--- config.mk ---
export PLATFORM = sky130hd
export DESIGN_NAME = ram_16k_loader_flat
export DESIGN_NICKNAME = d
export VERILOG_FILES = /design/src/rtl/ram_16k_loader_pkg.sv /design/src/rtl/ram_16k_loader_if.sv /design/src/rtl/ram_16k_loader_checksum.sv /design/src/rtl/ram_16k_loader.sv /design/src/flat_wrapper.sv
export SDC_FILE = /design/constraint.sdc
export NUM_CORES = 1
export LEC_CHECK = 0
export BUFFER_PORTS_ARGS = -buffer_cell sky130_fd_sc_hd__buf_2
export CAP_MARGIN = 30
export CORE_MARGIN = 10
export CORE_UTILIZATION = 35
export DETAILED_ROUTE_END_ITERATION = 16
export GPL_ROUTABILITY_DRIVEN = 0
export GPL_TIMING_DRIVEN = 1
export PLACE_DENSITY_LB_ADDON = 0.15
export SYNTH_ARGS = -nofsm -noshare
export SYNTH_HDL_FRONTEND = slang
export SYNTH_SLANG_ARGS = --single-unit
--- constraint.sdc ---
create_clock -name clock -period 4.07 [get_ports clock]
set_clock_uncertainty 0.2 [all_clocks]
set_input_delay 0.2035 -clock clock [delete_from_list [all_inputs] [get_ports clock]]
set_output_delay 0.2035 -clock clock [all_outputs]
set_load 0.005 [all_outputs]
--- src/rtl/ram_16k_loader_pkg.sv ---
// ram_loader_pkg: shared types and sizes for the ram_16k loader.
//   ADDR_WIDTH/DATA_WIDTH : RAM address and word widths
//   RAM_WORDS             : RAM depth (16384 words)
//   CNT_WIDTH             : width of the word-count input (wide enough for 16384)
//   state_e               : loader FSM states
//   sat_count()           : clamps a requested word count to the RAM depth
package ram_loader_pkg;

    localparam int ADDR_WIDTH = 14;
    localparam int DATA_WIDTH = 16;
    localparam int RAM_WORDS  = 16384;
    localparam int CNT_WIDTH  = 15;

    localparam logic [CNT_WIDTH-1:0] MAX_COUNT = CNT_WIDTH'(RAM_WORDS);

    typedef enum logic [2:0] {
        S_IDLE,
        S_WRITE,
        S_VERIFY_ADDR,
        S_VERIFY_CHECK,
        S_DONE,
        S_ERROR
    } state_e;

    function automatic logic [CNT_WIDTH-1:0] sat_count(input logic [CNT_WIDTH-1:0] c);
        return (c > MAX_COUNT) ? MAX_COUNT : c;
    endfunction

endpackage

--- src/rtl/ram_16k_loader_if.sv ---
// ram_16k_loader_if: control, stream and RAM-port signals of the loader.
//   control : start, base_addr, word_count -> busy, done, error, checksum
//   stream  : in_data, in_valid -> in_ready
//   RAM     : ram_in, ram_addr, ram_load -> ram_out
// master = the loader, slave = host side plus RAM.
interface ram_16k_loader_if;
    import ram_loader_pkg::*;

    logic                  start;
    logic [ADDR_WIDTH-1:0] base_addr;
    logic [CNT_WIDTH-1:0]  word_count;
    logic [DATA_WIDTH-1:0] in_data;
    logic                  in_valid;
    logic                  in_ready;
    logic [DATA_WIDTH-1:0] ram_in;
    logic [ADDR_WIDTH-1:0] ram_addr;
    logic                  ram_load;
    logic [DATA_WIDTH-1:0] ram_out;
    logic                  busy;
    logic                  done;
    logic                  error;
    logic [DATA_WIDTH-1:0] checksum;

    modport master (
        input  start, base_addr, word_count, in_data, in_valid, ram_out,
        output in_ready, ram_in, ram_addr, ram_load, busy, done, error, checksum
    );

    modport slave (
        output start, base_addr, word_count, in_data, in_valid, ram_out,
        input  in_ready, ram_in, ram_addr, ram_load, busy, done, error, checksum
    );

endinterface

--- src/rtl/ram_16k_loader_checksum.sv ---
// ram_16k_loader_checksum: 16-bit modulo-2^16 accumulator.
//   clock, reset : clock, synchronous active-high reset
//   clr_i        : zero the sum (wins over en_i)
//   en_i         : add add_i to the sum at the edge
//   add_i        : word to add
//   sum_o        : current sum
module ram_16k_loader_checksum
    import ram_loader_pkg::*;
(
    input  logic                  clock,
    input  logic                  reset,
    input  logic                  clr_i,
    input  logic                  en_i,
    input  logic [DATA_WIDTH-1:0] add_i,
    output logic [DATA_WIDTH-1:0] sum_o
);

    logic [DATA_WIDTH-1:0] sum_q, sum_d;

    always_comb begin
        sum_d = sum_q;
        if (clr_i)
            sum_d = '0;
        else if (en_i)
            sum_d = sum_q + add_i;
    end

    always_ff @(posedge clock) begin
        if (reset) sum_q <= '0;
        else       sum_q <= sum_d;
    end

    assign sum_o = sum_q;

endmodule

--- src/rtl/ram_16k_loader.sv ---
// ram_16k_loader: writes a valid/ready word stream into ram_16k from a base
// address, reads the range back and compares read/write checksums.
//   clock, reset : clock, synchronous active-high reset
//   bus          : ram_16k_loader_if.master (control, stream, RAM port, status)
module ram_16k_loader
    import ram_loader_pkg::*;
(
    input  logic             clock,
    input  logic             reset,
    ram_16k_loader_if.master bus
);

    state_e                state_q, state_d;
    logic [ADDR_WIDTH-1:0] ptr_q, ptr_d;
    logic [ADDR_WIDTH-1:0] base_q, base_d;
    logic [CNT_WIDTH-1:0]  cnt_q, cnt_d;
    logic [CNT_WIDTH-1:0]  count_q, count_d;
    logic                  done_q, done_d;
    logic                  error_q, error_d;

    logic [DATA_WIDTH-1:0] wr_sum, rd_sum, rd_final;
    logic [CNT_WIDTH-1:0]  req_count;
    logic                  start_ok, hs, rd_en, last;

    assign start_ok  = bus.start &&
                       (state_q == S_IDLE || state_q == S_DONE || state_q == S_ERROR);
    assign hs        = (state_q == S_WRITE) && bus.in_valid;
    assign rd_en     = (state_q == S_VERIFY_CHECK);
    assign req_count = sat_count(bus.word_count);
    // One counter serves both phases; it is cleared when WRITE hands over to verify.
    assign last      = (cnt_q == count_q - CNT_WIDTH'(1));
    // Final compare must include the word being read in this cycle.
    assign rd_final  = rd_sum + bus.ram_out;

    ram_16k_loader_checksum u_wr_sum (
        .clock (clock),
        .reset (reset),
        .clr_i (start_ok),
        .en_i  (hs),
        .add_i (bus.in_data),
        .sum_o (wr_sum)
    );

    ram_16k_loader_checksum u_rd_sum (
        .clock (clock),
        .reset (reset),
        .clr_i (start_ok),
        .en_i  (rd_en),
        .add_i (bus.ram_out),
        .sum_o (rd_sum)
    );

    always_comb begin
        state_d = state_q;
        ptr_d   = ptr_q;
        base_d  = base_q;
        cnt_d   = cnt_q;
        count_d = count_q;
        done_d  = done_q;
        error_d = error_q;

        case (state_q)
            S_IDLE, S_DONE, S_ERROR: begin
                if (start_ok) begin
                    base_d  = bus.base_addr;
                    ptr_d   = bus.base_addr;
                    count_d = req_count;
                    cnt_d   = '0;
                    error_d = 1'b0;
                    done_d  = (req_count == '0);
                    state_d = (req_count == '0) ? S_DONE : S_WRITE;
                end
            end
            S_WRITE: begin
                if (hs) begin
                    ptr_d = ptr_q + ADDR_WIDTH'(1);
                    cnt_d = cnt_q + CNT_WIDTH'(1);
                    if (last) begin
                        ptr_d   = base_q;
                        cnt_d   = '0;
                        state_d = S_VERIFY_ADDR;
                    end
                end
            end
            S_VERIFY_ADDR: state_d = S_VERIFY_CHECK;
            S_VERIFY_CHECK: begin
                ptr_d = ptr_q + ADDR_WIDTH'(1);
                cnt_d = cnt_q + CNT_WIDTH'(1);
                if (!last) begin
                    state_d = S_VERIFY_ADDR;
                end else if (rd_final == wr_sum) begin
                    done_d  = 1'b1;
                    state_d = S_DONE;
                end else begin
                    error_d = 1'b1;
                    state_d = S_ERROR;
                end
            end
            default: state_d = S_IDLE;
        endcase
    end

    always_comb begin
        bus.in_ready = (state_q == S_WRITE);
        bus.ram_load = hs && !reset;
        bus.ram_in   = hs ? bus.in_data : '0;
        bus.ram_addr = ptr_q;
        bus.busy     = (state_q == S_WRITE) || (state_q == S_VERIFY_ADDR) ||
                       (state_q == S_VERIFY_CHECK);
        bus.done     = done_q;
        bus.error    = error_q;
        bus.checksum = wr_sum;
    end

    always_ff @(posedge clock) begin
        if (reset) begin
            state_q <= S_IDLE;
            ptr_q   <= '0;
            base_q  <= '0;
            cnt_q   <= '0;
            count_q <= '0;
            done_q  <= 1'b0;
            error_q <= 1'b0;
        end else begin
            state_q <= state_d;
            ptr_q   <= ptr_d;
            base_q  <= base_d;
            cnt_q   <= cnt_d;
            count_q <= count_d;
            done_q  <= done_d;
            error_q <= error_d;
        end
    end

endmodule
--- src/flat_wrapper.sv ---
// flat-port wrapper written by rule: the top's interface ports become plain ports
module ram_16k_loader_flat import ram_loader_pkg::*;
  (clock, reset, bus_start, bus_base_addr, bus_word_count, bus_in_data, bus_in_valid, bus_ram_out, bus_in_ready, bus_ram_in, bus_ram_addr, bus_ram_load, bus_busy, bus_done, bus_error, bus_checksum);
  ram_16k_loader_if bus_i ();
  input  logic clock;
  input  logic reset;
  input wire logic [$bits(bus_i.start)-1:0] bus_start;
  input wire logic [$bits(bus_i.base_addr)-1:0] bus_base_addr;
  input wire logic [$bits(bus_i.word_count)-1:0] bus_word_count;
  input wire logic [$bits(bus_i.in_data)-1:0] bus_in_data;
  input wire logic [$bits(bus_i.in_valid)-1:0] bus_in_valid;
  input wire logic [$bits(bus_i.ram_out)-1:0] bus_ram_out;
  output wire logic [$bits(bus_i.in_ready)-1:0] bus_in_ready;
  output wire logic [$bits(bus_i.ram_in)-1:0] bus_ram_in;
  output wire logic [$bits(bus_i.ram_addr)-1:0] bus_ram_addr;
  output wire logic [$bits(bus_i.ram_load)-1:0] bus_ram_load;
  output wire logic [$bits(bus_i.busy)-1:0] bus_busy;
  output wire logic [$bits(bus_i.done)-1:0] bus_done;
  output wire logic [$bits(bus_i.error)-1:0] bus_error;
  output wire logic [$bits(bus_i.checksum)-1:0] bus_checksum;
  assign bus_i.start = bus_start;
  assign bus_i.base_addr = bus_base_addr;
  assign bus_i.word_count = bus_word_count;
  assign bus_i.in_data = bus_in_data;
  assign bus_i.in_valid = bus_in_valid;
  assign bus_i.ram_out = bus_ram_out;
  assign bus_in_ready = bus_i.in_ready;
  assign bus_ram_in = bus_i.ram_in;
  assign bus_ram_addr = bus_i.ram_addr;
  assign bus_ram_load = bus_i.ram_load;
  assign bus_busy = bus_i.busy;
  assign bus_done = bus_i.done;
  assign bus_error = bus_i.error;
  assign bus_checksum = bus_i.checksum;
  ram_16k_loader u_core (.clock(clock), .reset(reset), .bus(bus_i));
endmodule
# Word-level counts from Yosys, hierarchy flattened

Cells that the tools add are included.

Add/subtract/negate cells: 5
$lt $le $gt $ge: 1
Equality and inequality tests: 13
Muxes and demuxes: 25
Reduce and logical (&&, ||, !) cells: 19

Operator list:

| kind                  | number |
|---|---|
| $mux 15               | 4 |
| $pmux 15 s3           | 1 |
| $mux 14               | 3 |
| $pmux 14 s3           | 1 |
| $add 16x16->16        | 2 |
| $eq 16x16->1          | 1 |
| $mux 16               | 1 |
| $add 15x1->15 const B | 1 |
| $eq 15x15->1          | 1 |
| $gt 15x15->1 const B  | 1 |
| $logic_not 15->1      | 1 |
| $mux 3                | 5 |
| $sub 15x1->15 const B | 1 |
| $add 14x1->14 const B | 1 |
| $pmux 3 s4            | 1 |
| $reduce_and 4->1      | 2 |
| $mux 1                | 7 |
| $eq 3x2->1 const B    | 2 |
| $eq 3x3->1 const B    | 2 |
| $ne 2x1->1 const B    | 3 |
| $ne 2x2->1 const B    | 3 |
| $reduce_and 3->1      | 2 |
| $logic_or 1x1->1      | 4 |
| $pmux 1 s2            | 2 |
| other kinds (9)       | 11 |

Register bits after elaboration: 95

# Depth between registers and ports, before layout

Gate-level depths: netlist (run 1).

Word-level depth: 6
Mapped depth: 13

# Hierarchy

From an unflattened synthesis (run 1), not the netlist that was laid out.

Cells, all modules: 974
Area, all modules: 7,488.4 um^2

Modules (own cells, without submodules):

| module                                    | instances | cells each | area each (um^2) |
|---|---|---|---|
| ram_16k_loader                            | 1         | 640        | 4,809.6 |
| ram_16k_loader_checksum (u_core.u_wr_sum) | 1         | 178        | 1,403.8 |
| ram_16k_loader_checksum (u_core.u_rd_sum) | 1         | 156        | 1,275.0 |

# Worst setup path after synthesis (run 1)

OpenSTA, ideal clock, no wires.

Path kind: reg2reg
Start: register u_core.u_rd_sum.sum_q[0] (netlist: u_core.u_rd_sum.sum_o[0])
End: register u_core.state_q[0]
Library setup time: 135 ps
Data arrival time: 3,067 ps
Data required time: 3,735 ps
Path slack: 668 ps
Stages on the path, launching flop included: 13
Buffers on the path: 0
Clock period less this slack: 3,402 ps
Cell sequence: dfxtp_1 ha_1 inv_1 fa_1 nor2b_1 o311a_1 o31a_1 nor2_1 xnor3_1 or4_1 or4_1 o41ai_2 a211oi_2

Cells in the longest elaborated chain, start to end: 5

RTL lines:

| item                   | RTL line                      | RTL |
|---|---|---|
| start, declared        | ram_16k_loader_checksum.sv:18 | `logic [DATA_WIDTH-1:0] sum_q, sum_d;` |
| start signal, assigned | ram_16k_loader_checksum.sv:30 | `else sum_q <= sum_d;` |
| $add 16x16->16         | ram_16k_loader.sv:33          | `assign rd_final = rd_sum + bus.ram_out;` |
| $eq 16x16->1           | ram_16k_loader.sv:91          | `end else if (rd_final == wr_sum) begin` |
| $mux 1                 | ram_16k_loader.sv:91          |  |
| $mux 3                 | ram_16k_loader.sv:89          | `if (!last) begin` |
| $pmux 3 s4             | ram_16k_loader.sv:62          | `case (state_q)` |
| end signal, assigned   | ram_16k_loader.sv:125         | `state_q <= state_d;` |
| end, declared          | ram_16k_loader.sv:13          | `state_e state_q, state_d;` |

No other way between the ends.
A chain may end at the register's enable or synchronous reset.

# Worst setup path in the final report (run 1)

Start: register u_core.u_rd_sum.sum_q[0] (netlist: u_core.u_rd_sum.sum_o[0])
End: register u_core.error_q (netlist: u_core.bus.error)

Cells in the longest elaborated chain, start to end: 4

RTL lines:

| item                       | RTL line              | RTL |
|---|---|---|
| $add 16x16->16             | ram_16k_loader.sv:33  |  |
| $eq 16x16->1               | ram_16k_loader.sv:91  |  |
| $ne 2x2->1 (no line)       | -                     |  |
| $reduce_and 4->1 (no line) | -                     |  |
| end signal, assigned       | ram_16k_loader.sv:131 | `error_q <= error_d;` |
| end, declared              | ram_16k_loader.sv:19  | `logic error_q, error_d;` |

No other way between the ends.

==> results of run 1 <==
routing by layer:
| layer | wire [µm] | vias up | GRT usage [%] |
|---|---|---|---|
| li1 | - | 3343 | - |
| met1 | 10210 | 2992 | 22.38 |
| met2 | 8871 | 169 | 25.11 |
| met3 | 1158 | 10 | 4.261 |
| met4 | 150 | 0 | 3.264 |
| met5 | 0 | - | 0 |
sequential cells by signal (all words and copies together) (netlist names):
register,flops
u_core.u_rd_sum.sum_o,16
u_core.u_wr_sum.sum_o,16
u_core.cnt_q,15
u_core.count_q,15
u_core.base_q,14
u_core.bus.ram_addr,14
u_core.state_q,3
u_core.bus.done,1
u_core.bus.error,1
placed cells by master, fill, tap and decap left out, types with 5 or more instances in the layout:
| cell | netlist | routed |
|---|---|---|
| a21oi_1 | 80 | 80 |
| nor2_1 | 76 | 76 |
| inv_1 | 27 | 27 |
| o21bai_1 | 6 | 6 |
| clkbuf_16 | 0 | 9 |
| ha_1 | 33 | 33 |
| a21o_1 | 8 | 8 |
| nor2b_1 | 5 | 5 |
| and3_1 | 9 | 9 |
| dfxtp_1 | 95 | 95 |
| o31ai_1 | 6 | 6 |
| xor2_1 | 28 | 28 |
| mux2i_1 | 5 | 5 |
| nand3_1 | 24 | 24 |
| or2_2 | 9 | 9 |
| and2_1 | 19 | 19 |
| nor4_1 | 15 | 15 |
| a31oi_1 | 7 | 7 |
| dlygate4sd3_1 | 0 | 29 |
| nand2_1 | 116 | 116 |
| nand4_1 | 14 | 14 |
| buf_4 | 1 | 14 |
| xnor2_1 | 37 | 37 |
| a221o_1 | 6 | 6 |
| buf_2 | 1 | 115 |
| a211oi_1 | 14 | 14 |
| nor3_1 | 17 | 16 |
| a22o_1 | 12 | 12 |
| or4_1 | 5 | 5 |
| o21ai_0 | 29 | 28 |
kinds of logic after synthesis:
kind of cell    after synthesis  synth area share [%]
simple gates                343                 25.56
compound gates              229                 23.35
flops                        95                 28.49
buf+inv                      75                 4.517
xor+xnor                     68                 9.539
fa+ha+maj                    35                 6.784
mux                          11                 1.762
stage by stage:
stage / worst slack (ns) / instances
global placement: 0.3876 / 1171
detailed placement: 0.3613 / 1172
CTS: 0.3467 / 1217
finish: 0.3493 / 1218
floorplan: 0.6678 / 856
global route: 0.1310 / 1218
critical path: stages, from the launching register on:
cell      delay (ns)
dfxtp_1         0.33
ha_1            0.19
inv_1           0.06
fa_1            0.39
nor2b_1         0.18
o311a_1         0.28
nor4_1          0.08
a311oi_1        0.29
nand4_1         0.17
or4_1           0.53
or4_1           0.43
o41ai_2         0.32
a21oi_1         0.12
path summary, 6_finish.rpt:
path,end,cells after the start,slack [ns],start
setup / recovery,u_core.bus.error,12,0.35,u_core.u_rd_sum.sum_o[0]
hold / removal,u_core.u_wr_sum.sum_o[0],4,0.04,bus_in_data[0]
setup reg to reg,u_core.bus.error,12,0.35,u_core.u_rd_sum.sum_o[0]
hold reg to reg,u_core.u_rd_sum.sum_o[6],2,0.26,u_core.u_rd_sum.sum_o[6]
layout make-up:
class                      count  area (µm²)
fill                        1952       10600
multi-input combinational    686        4478
sequential                    95        1902
timing repair buffer         159       982.2
tap                          234       292.8
clock buffer                   9       225.2
clock inverter                 7       118.9
inverter                      27       101.3
antenna                        1       2.502
power groups by stage:
stage / clock network (W) / logic [W] / registers [W]
4_1_cts: 0.00103 / 0.000554 / 0.00103
6_report: 0.00100 / 0.000552 / 0.00103
5_1_grt: 0.00107 / 0.000617 / 0.00103
3_5_place_dp: 0 / 0.000530 / 0.00105
2_1_floorplan: 0 / 0.000368 / 0.00103
3_3_place_gp: 0 / 0.000530 / 0.00105
timing repair:
| item | in CTS | in global routing |
|---|---|---|
| setup buffers | 0 | 0 |
| endpoints found under the hold margin | 31 | 0 |
| hold buffers | 29 | 0 |
| gates resized for setup | 0 | 0 |
==> flow_summary_export.csv, run 1 <==
group,metric,value,unit
status,status,"finished, final reports clean",
die,die_w,158.1,µm
yosys,yosys_warnings,0,
yosys,netlist.top_cell.by_area,"dfxtp_1",
yosys,yosysMostFrequentCell,"nand2_1",
worst_setup_path,endpoint_kind,"flip-flop",
cts,cts_tree,"done",
cts,cts-root-buf,"clkbuf_16",
cts,clk_latency,0.35,ns
power_and_ir_drop,seq_power_share,39.8,%
yosys,synth-edff-count,0,
yosys,ys_types,81,
sta,fin_crit,3.721,ns
power_and_ir_drop,ir_worst_vdd,0.0001955,V
cts,cts_buffers,9,
yosys,synth.area.top_cells,"dfxtp_1 (28%), nand2_1 (6.5%), ha_1 (6.2%)",
cts,cts_sinks,95,
sta,fmax,268.8,MHz
sta,setup-tns-final,0,ns
worst_setup_path,path_class,"reg2reg",
power_and_ir_drop,p_clk_share,38.8,%
grt,grt_max_degree,31,
grt,grt-ovfl-total,0,
die,start_util,35.69,%
die,die-area,25000,µm²
die,io_pins,116,
sta,final-setup-viol-count,0,
worst_hold_path,hold_class,"in2reg",
final_layout,fin_area,8103,µm²
yosys,yosys_most_used_dff,"dfxtp_1",
sta,tightest_slew,0.8600,ns
yosys,synth_common_cells,"nand2_1 (116), dfxtp_1 (95), a21oi_1 (80)",
die,coreArea,18710,µm²
detailed_routing,vias,6514,
detailed_routing,firstDrtPassIters,5,
sta,relSlewSlack,42.67,%
grt,antenna_found_initial,1,
power_and_ir_drop,intPower,0.001820,W
sta,rsz0062_at_grt,"no",
power_and_ir_drop,swShare,29.50,%
detailed_routing,postRouteWirelength,20390,µm
die,rows,50,
cts,clk_pin_slew,0.07,ns
yosys,syn_nets,956,
detailed_routing,dr.first_iter.drc_count,404,
power_and_ir_drop,p_leak,3.366,nW
cts,htree_levels,3,
final_layout,finalNetCount,1078,
place,placed_area,7466,µm²
flow_run,cap_viol_max_count,0,
grt,grt_pass1_wl,33200,µm
yosys,avgSynthCellArea,7.800,µm²
power_and_ir_drop,total_power,0.002582,W
final_layout,area_delta_synth_final,21.36,%
worst_setup_path,cp_max_fo,5,
final_layout,fin_util,43.32,%
yosys,synth_top_area_share,28.49,%
grt,grt_pass1_vias,6334,
grt,grtUsageTotal,16.30,%
yosys,synth-seq-cells,95,
detailed_routing,via_per_inst,5.348,
sta,finalHoldWorstSlack,0.04455,ns
worst_setup_path,cp.arrival,3.73,ns
worst_setup_path,critPathLaunchType,"flip-flop",
sta,slew_violations,0,
detailed_routing,ant_nets,0,
detailed_routing,avgRoutedWirePerCell,16.74,µm
worst_setup_path,required,4.08,ns
sta,fin_crit_sh,91.42,%
yosys,syn_inst,856,
power_and_ir_drop,power.density,318.7,nW/µm²
cts,cts_buffer_depth,2,
yosys,synth_area,6676,µm²
place,port_buffers,115,
yosys,synth_seq_area_share,28.49,%
yosys,synthArstFlopShare,0,%
die,dieHeight,158.1,µm
power_and_ir_drop,p_sw,0.0007616,W
power_and_ir_drop,p_comb_share,21.4,%
sta,hold_violations,0,
detailed_routing,drc,0,
place,place_hpwl,15190,µm
final_layout,drive_gt1_share,18.01,%
No activity file was read; power rests on OpenSTA's default activity.
==> run 2, diff against run 1 <==
==> constraint.sdc (replaced) <==
create_clock -name clock -period 4.07 [get_ports clock]
set_clock_uncertainty 0.2 [all_clocks]
set_input_delay 0.814 -clock clock [delete_from_list [all_inputs] [get_ports clock]]
set_output_delay 0.814 -clock clock [all_outputs]
set_load 0.005 [all_outputs]
==> run 2 against run 1 <==
Core utilization decreased by 0.63 points; die area unchanged; cell area decreased by 1.5%; critical path type is now in2reg; maximum frequency decreased by 3.9%; largest power group unchanged; global-route usage increased by 0.050 points; critical path depth increased by 1; worst setup slack got worse by 0.15 ns; combinational power decreased by 1%.
==> flow_summary_export.csv, run 2 (same netlist as run 1, synthesis figures left out) <==
group,metric,value,unit
sta,setup-tns-final,0,ns
detailed_routing,via_per_inst,5.344,
sta,finalHoldWorstSlack,0.2597,ns
detailed_routing,avgRoutedWirePerCell,16.86,µm
die,rows,50,
final_layout,fin_cells,1215,
flow_run,cap_viol_max_count,0,
cts,cts_buffers,9,
sta,hold_violations,0,
worst_setup_path,critPathLaunchType,"primary input",
cts,cts_sinks,95,
worst_setup_path,path_class,"in2reg",
worst_hold_path,hold_start,"u_core.u_rd_sum.sum_o[5]",
power_and_ir_drop,p_comb_share,21.8,%
sta,tightest_slew,0.5798,ns
final_layout,finalNetCount,1076,
worst_setup_path,cp_max_fo,5,
cts,cts_setup_buffers,0,
worst_setup_path,path_common_cell,"or4_1",
die,die-area,25000,µm²
cts,clk_latency,0.37,ns
grt,grtUsageTotal,16.35,%
detailed_routing,ant_nets,0,
final_layout,fin_area,7985,µm²
cts,cts_buffer_depth,2,
detailed_routing,dr.first_iter.drc_count,279,
place,port_buffers,115,
worst_setup_path,cpPeakStageDelay,0.52,ns
power_and_ir_drop,seq_power_share,41.1,%
worst_setup_path,endpoint_kind,"flip-flop",
worst_setup_path,cp.buffers_inverters,2,
sta,final-setup-viol-count,0,
power_and_ir_drop,total_power,0.002500,W
detailed_routing,firstDrtPassIters,5,
final_layout,n_fill_cell,1917,
die,coreArea,18710,µm²
power_and_ir_drop,p_clk_share,37.1,%
die,dieHeight,158.1,µm
detailed_routing,vias,6493,
grt,antenna_found_initial,0,
worst_hold_path,hold_class,"reg2reg",
cts,cts-root-buf,"clkbuf_16",
power_and_ir_drop,ir_worst_vdd,0.0002002,V
worst_setup_path,required,4.10,ns
place,placed_area,7672,µm²
final_layout,layout_commonest_cell,"nand2_1",
sta,rsz0062_at_grt,"no",
sta,fin_crit_sh,95.08,%
cts,htree_levels,3,
place,place_hpwl,15670,µm
place,dp.cells,1199,
cts,cts_tree,"done",
worst_setup_path,reg2reg_from,"u_core.count_q[0]",
worst_setup_path,path_cells,"buf_2 > ha_1 > inv_1 > fa_1 > nor2b_1 > o311a_1 > o31a_1 > nor2_1 > xnor3_1 > or4_1 > or4_1 > o41ai_2 > a21oi_1",
worst_setup_path,critPathTopFamily,"simple AND/OR/NAND/NOR gates",
worst_setup_path,cp.arrival,3.90,ns
final_layout,diodes,0,
final_layout,area_delta_synth_final,19.60,%
sta,slew_violations,0,
grt,grt-ovfl-total,0,
final_layout,layout_common_cells,"nand2_1 (116), buf_2 (115), dfxtp_1 (95)",
sta,relSlewSlack,60.35,%
power_and_ir_drop,p_sw,0.0007836,W
worst_setup_path,critPathSlowestCell,"or4_1",
grt,grt_pass1_vias,6318,
sta,fin_crit,3.870,ns
worst_setup_path,startpoint,"bus_ram_out[0]",
power_and_ir_drop,power.density,313.1,nW/µm²
grt,grt_pass1_wl,33100,µm
final_layout,drive_gt1_share,20.80,%
detailed_routing,drc,0,
status,status,"finished, final reports clean",
power_and_ir_drop,intPower,0.001716,W
cts,clk_pin_slew,0.07,ns
detailed_routing,postRouteWirelength,20490,µm
power_and_ir_drop,p_leak,3.363,nW
die,io_pins,116,
die,start_util,35.69,%
grt,grt_max_degree,47,
sta,fmax,258.4,MHz
power_and_ir_drop,swShare,31.34,%
cts,ctsHoldBuffers,0,
cts,ctsResizeCount,0,
die,die_w,158.1,µm
## run 2: cell types whose count changed in the layout (fill, tap and decap cells not counted), sizes merged
cell / delta
clkinv: -1
bufinv: -2
diode: -1
dlygate4sd3: -29
clkbuf: +1
buf: +27
inv: +2
## run 2: worst min-delay path: stages (launching register included)
cell,delay [ns]
dfxtp_1,0.31
nand2_1,0.05
a21oi_1,0.05
## run 2: area by class of cell
| class | instances | area [µm²] | share of cell area, % |
|---|---|---|---|
| clock buffer | 10 | 239.0 | 2.993 |
| clock inverter | 6 | 73.82 | 0.9245 |
| inverter | 27 | 101.3 | 1.269 |
| multi-input combinational | 686 | 4478 | 56.08 |
| sequential | 95 | 1902 | 23.82 |
| tap | 234 | 292.8 | 3.667 |
| timing repair buffer | 157 | 898.4 | 11.25 |
## run 2: final timing paths
kind                         endpoint  slack [ns]  cells past startpoint
min          u_core.u_rd_sum.sum_o[5]        0.26                      2
min reg2reg  u_core.u_rd_sum.sum_o[5]        0.26                      2
max                  u_core.bus.error        0.20                     13
max reg2reg    u_core.bus.ram_addr[8]        0.33                     11
## run 2: stage by stage
stage	worst slack, ns	util, %
floorplan	0.1366	-
global placement	-0.1108	40.90
detailed placement	-0.1818	41.02
CTS	0.1958	42.69
global route	0.03513	42.69
finish	0.2003	42.69
## run 2: power groups by stage
stage	Clock, W	Sequential (W)	Combinational, W
final	0.000927	0.00103	0.000546
after CTS	0.000947	0.00103	0.000551
after detailed placement	0	0.00105	0.000548
after floorplan	0	0.00103	0.000368
after global placement	0	0.00105	0.000542
after global routing	0.000988	0.00103	0.000615
## run 2: per-layer routing
metal	vias up	global-route usage [%]	wire length, µm	part of all wire [%]
met1	2992	23.37	10580	52
met3	12	3.582	1085	5.3
met5	-	0	0	0
met4	0	3.926	191	0.93
li1	3340	-	-	-
met2	149	24.26	8629	42
==> run 3, diff against run 2 <==
--- a/config.mk
+++ b/config.mk
@@ -8,7 +8,7 @@
 export BUFFER_PORTS_ARGS = -buffer_cell sky130_fd_sc_hd__buf_2
 export CAP_MARGIN = 30
 export CORE_MARGIN = 10
-export CORE_UTILIZATION = 35
+export CORE_UTILIZATION = 52
 export DETAILED_ROUTE_END_ITERATION = 16
 export GPL_ROUTABILITY_DRIVEN = 0
 export GPL_TIMING_DRIVEN = 1
==> constraint.sdc (replaced) <==
create_clock -name clock -period 3.2 [get_ports clock]
set_clock_uncertainty 0.2 [all_clocks]
set_input_delay 0.64 -clock clock [delete_from_list [all_inputs] [get_ports clock]]
set_output_delay 0.64 -clock clock [all_outputs]
set_load 0.005 [all_outputs]
==> run 3 against run 2 <==
Count of clock-buffer cells in the layout is 1 lower; wire length is 1.4% higher; sequential power is 26% higher; sequential share of layout area is 2.5 points lower; the flow now finishes with violations (negative setup slack).
==> flow_summary_export.csv, run 3 (same netlist as run 1, synthesis figures left out) <==
group,metric,value,unit
sta,rsz0062_at_grt,"yes",
die,die-area,17770,µm²
sta,hold_violations,0,
worst_setup_path,endpoint_kind,"flip-flop",
grt,grtUsageTotal,22.41,%
cts,cts_tree,"done",
place,placed_area,8127,µm²
sta,fin_crit,3.586,ns
worst_setup_path,path_class,"in2reg",
cts,cts_buffers,9,
cts,cts_sinks,95,
sta,fmax,278.9,MHz
power_and_ir_drop,power.density,371.6,nW/µm²
detailed_routing,avgRoutedWirePerCell,16.81,µm
detailed_routing,postRouteWirelength,20770,µm
die,start_util,52.91,%
power_and_ir_drop,p_leak,3.852,nW
sta,relSlewSlack,54.01,%
sta,setup-tns-final,-2.440,ns
grt,antenna_found_initial,0,
detailed_routing,drc,0,
final_layout,drive_gt1_share,32.08,%
die,coreArea,12620,µm²
detailed_routing,ant_nets,0,
worst_setup_path,required,3.22,ns
die,die_w,133.3,µm
cts,clk_latency,0.36,ns
final_layout,fin_util,70.73,%
power_and_ir_drop,total_power,0.003317,W
cts,cts-root-buf,"clkbuf_16",
grt,grt_pass1_wl,33600,µm
final_layout,fin_area,8926,µm²
grt,grt_pass1_vias,6806,
worst_setup_path,cp_max_fo,5,
final_layout,layout_commonest_cell,"nand2_1",
die,rows,41,
status,failed_checks,"negative setup slack",
detailed_routing,dr.first_iter.drc_count,636,
grt,grt_max_degree,36,
sta,tightest_slew,0.6802,ns
sta,final-setup-viol-count,19,
die,dieHeight,133.3,µm
final_layout,diodes,0,
die,io_pins,116,
sta,fin_ws,-0.3860,ns
detailed_routing,vias,7121,
detailed_routing,via_per_inst,5.766,
cts,htree_levels,3,
sta,slew_violations,0,
power_and_ir_drop,ir_worst_vdd,0.0002565,V
cts,cts_buffer_depth,2,
flow_run,cap_viol_max_count,0,
worst_hold_path,hold_class,"reg2reg",
final_layout,area_delta_synth_final,33.70,%
grt,grt-ovfl-total,0,
detailed_routing,firstDrtPassIters,5,
sta,fin_crit_sh,112.1,%
worst_setup_path,cp.arrival,3.60,ns
place,port_buffers,115,
final_layout,n_fill_cell,1071,
worst_setup_path,critPathLaunchType,"primary input",
cts,clk_pin_slew,0.07,ns
final_layout,finalNetCount,1159,
final_layout,layout_common_cells,"nand2_1 (115), buf_2 (114), buf_4 (112)",
place,place_hpwl,14870,µm
status,status,"finished with violations",
## run 3: cell count changes in the layout (fill, tap and decap cells not counted), sizes merged
cell | previous run | this run
buf | 157 | 240
clkbuf | 10 | 9
clkinv | 0 | 1
inv | 30 | 29
## run 3: worst paths after layout
| check | from | cells past startpoint | endpoint | slack (ns) |
|---|---|---|---|---|
| setup / recovery | bus_ram_out[0] | 13 | u_core.bus.error | -0.39 |
| hold / removal | u_core.base_q[8] | 2 | u_core.base_q[8] | 0.26 |
| setup reg to reg | u_core.u_rd_sum.sum_o[0] | 12 | u_core.bus.error | -0.36 |
| hold reg to reg | u_core.base_q[8] | 2 | u_core.base_q[8] | 0.26 |
## run 3: repair_timing
| item | in CTS | in global routing |
|---|---|---|
| resized for setup | 23 | 52 |
| hold buffers | 0 | 0 |
| endpoints found under the setup margin | 34 | 35 |
| pin swaps | 21 | 26 |
| endpoints found under the hold margin | 0 | 0 |
| setup buffers | 6 | 12 |
| cloned | 1 | 0 |
## run 3: final cells by class
cell class | count | area (µm²) | share of cell area, %
Inverter | 27 | 101.3 | 1.135
Timing Repair Buffer | 240 | 1578 | 17.68
Sequential cell | 95 | 1907 | 21.36
Multi-Input combinational cell | 686 | 4830 | 54.11
Tap cell | 172 | 215.2 | 2.411
Clock buffer | 9 | 225.2 | 2.523
Clock inverter | 6 | 70.07 | 0.7850
## run 3: per-layer routing
metal	share of wire, %	up-vias	GRT usage, %
met2	45	221	34.58
met4	0.87	0	5.260
met1	47	3369	30.93
met5	0	-	0
met3	6.5	18	5.038
li1	-	3513	-
## run 3: worst max-delay path, cell delays in order
cell and delay (ns):
buf_6 0.10, ha_4 0.15, inv_2 0.05, fa_2 0.24, nor2b_4 0.06, o311a_4 0.34
o31a_1 0.30, nor2_2 0.15, xnor3_1 0.23, or4_4 0.52, or4_4 0.44, o41ai_4 0.26
a21oi_1 0.11
## run 3: where the power goes
part	leakage (nW)	internal, W	switching (W)
Combinational	2.94	0.000431	0.000462
Sequential	0.774	0.00124	0.0000675
Clock	0.140	0.000609	0.000512
Total	3.85	0.00228	0.00104
## run 3: stage by stage
step	hold slack [ns]	worst slack (ns)	std cells
finish	0.2552	-0.3860	1235
global route	0.2799	-0.4926	1235
CTS	0.2569	-0.3196	1225
detailed placement	0.2469	-0.7917	1203
global placement	0.2414	-0.7487	1202
floorplan	0.2322	-0.4499	856
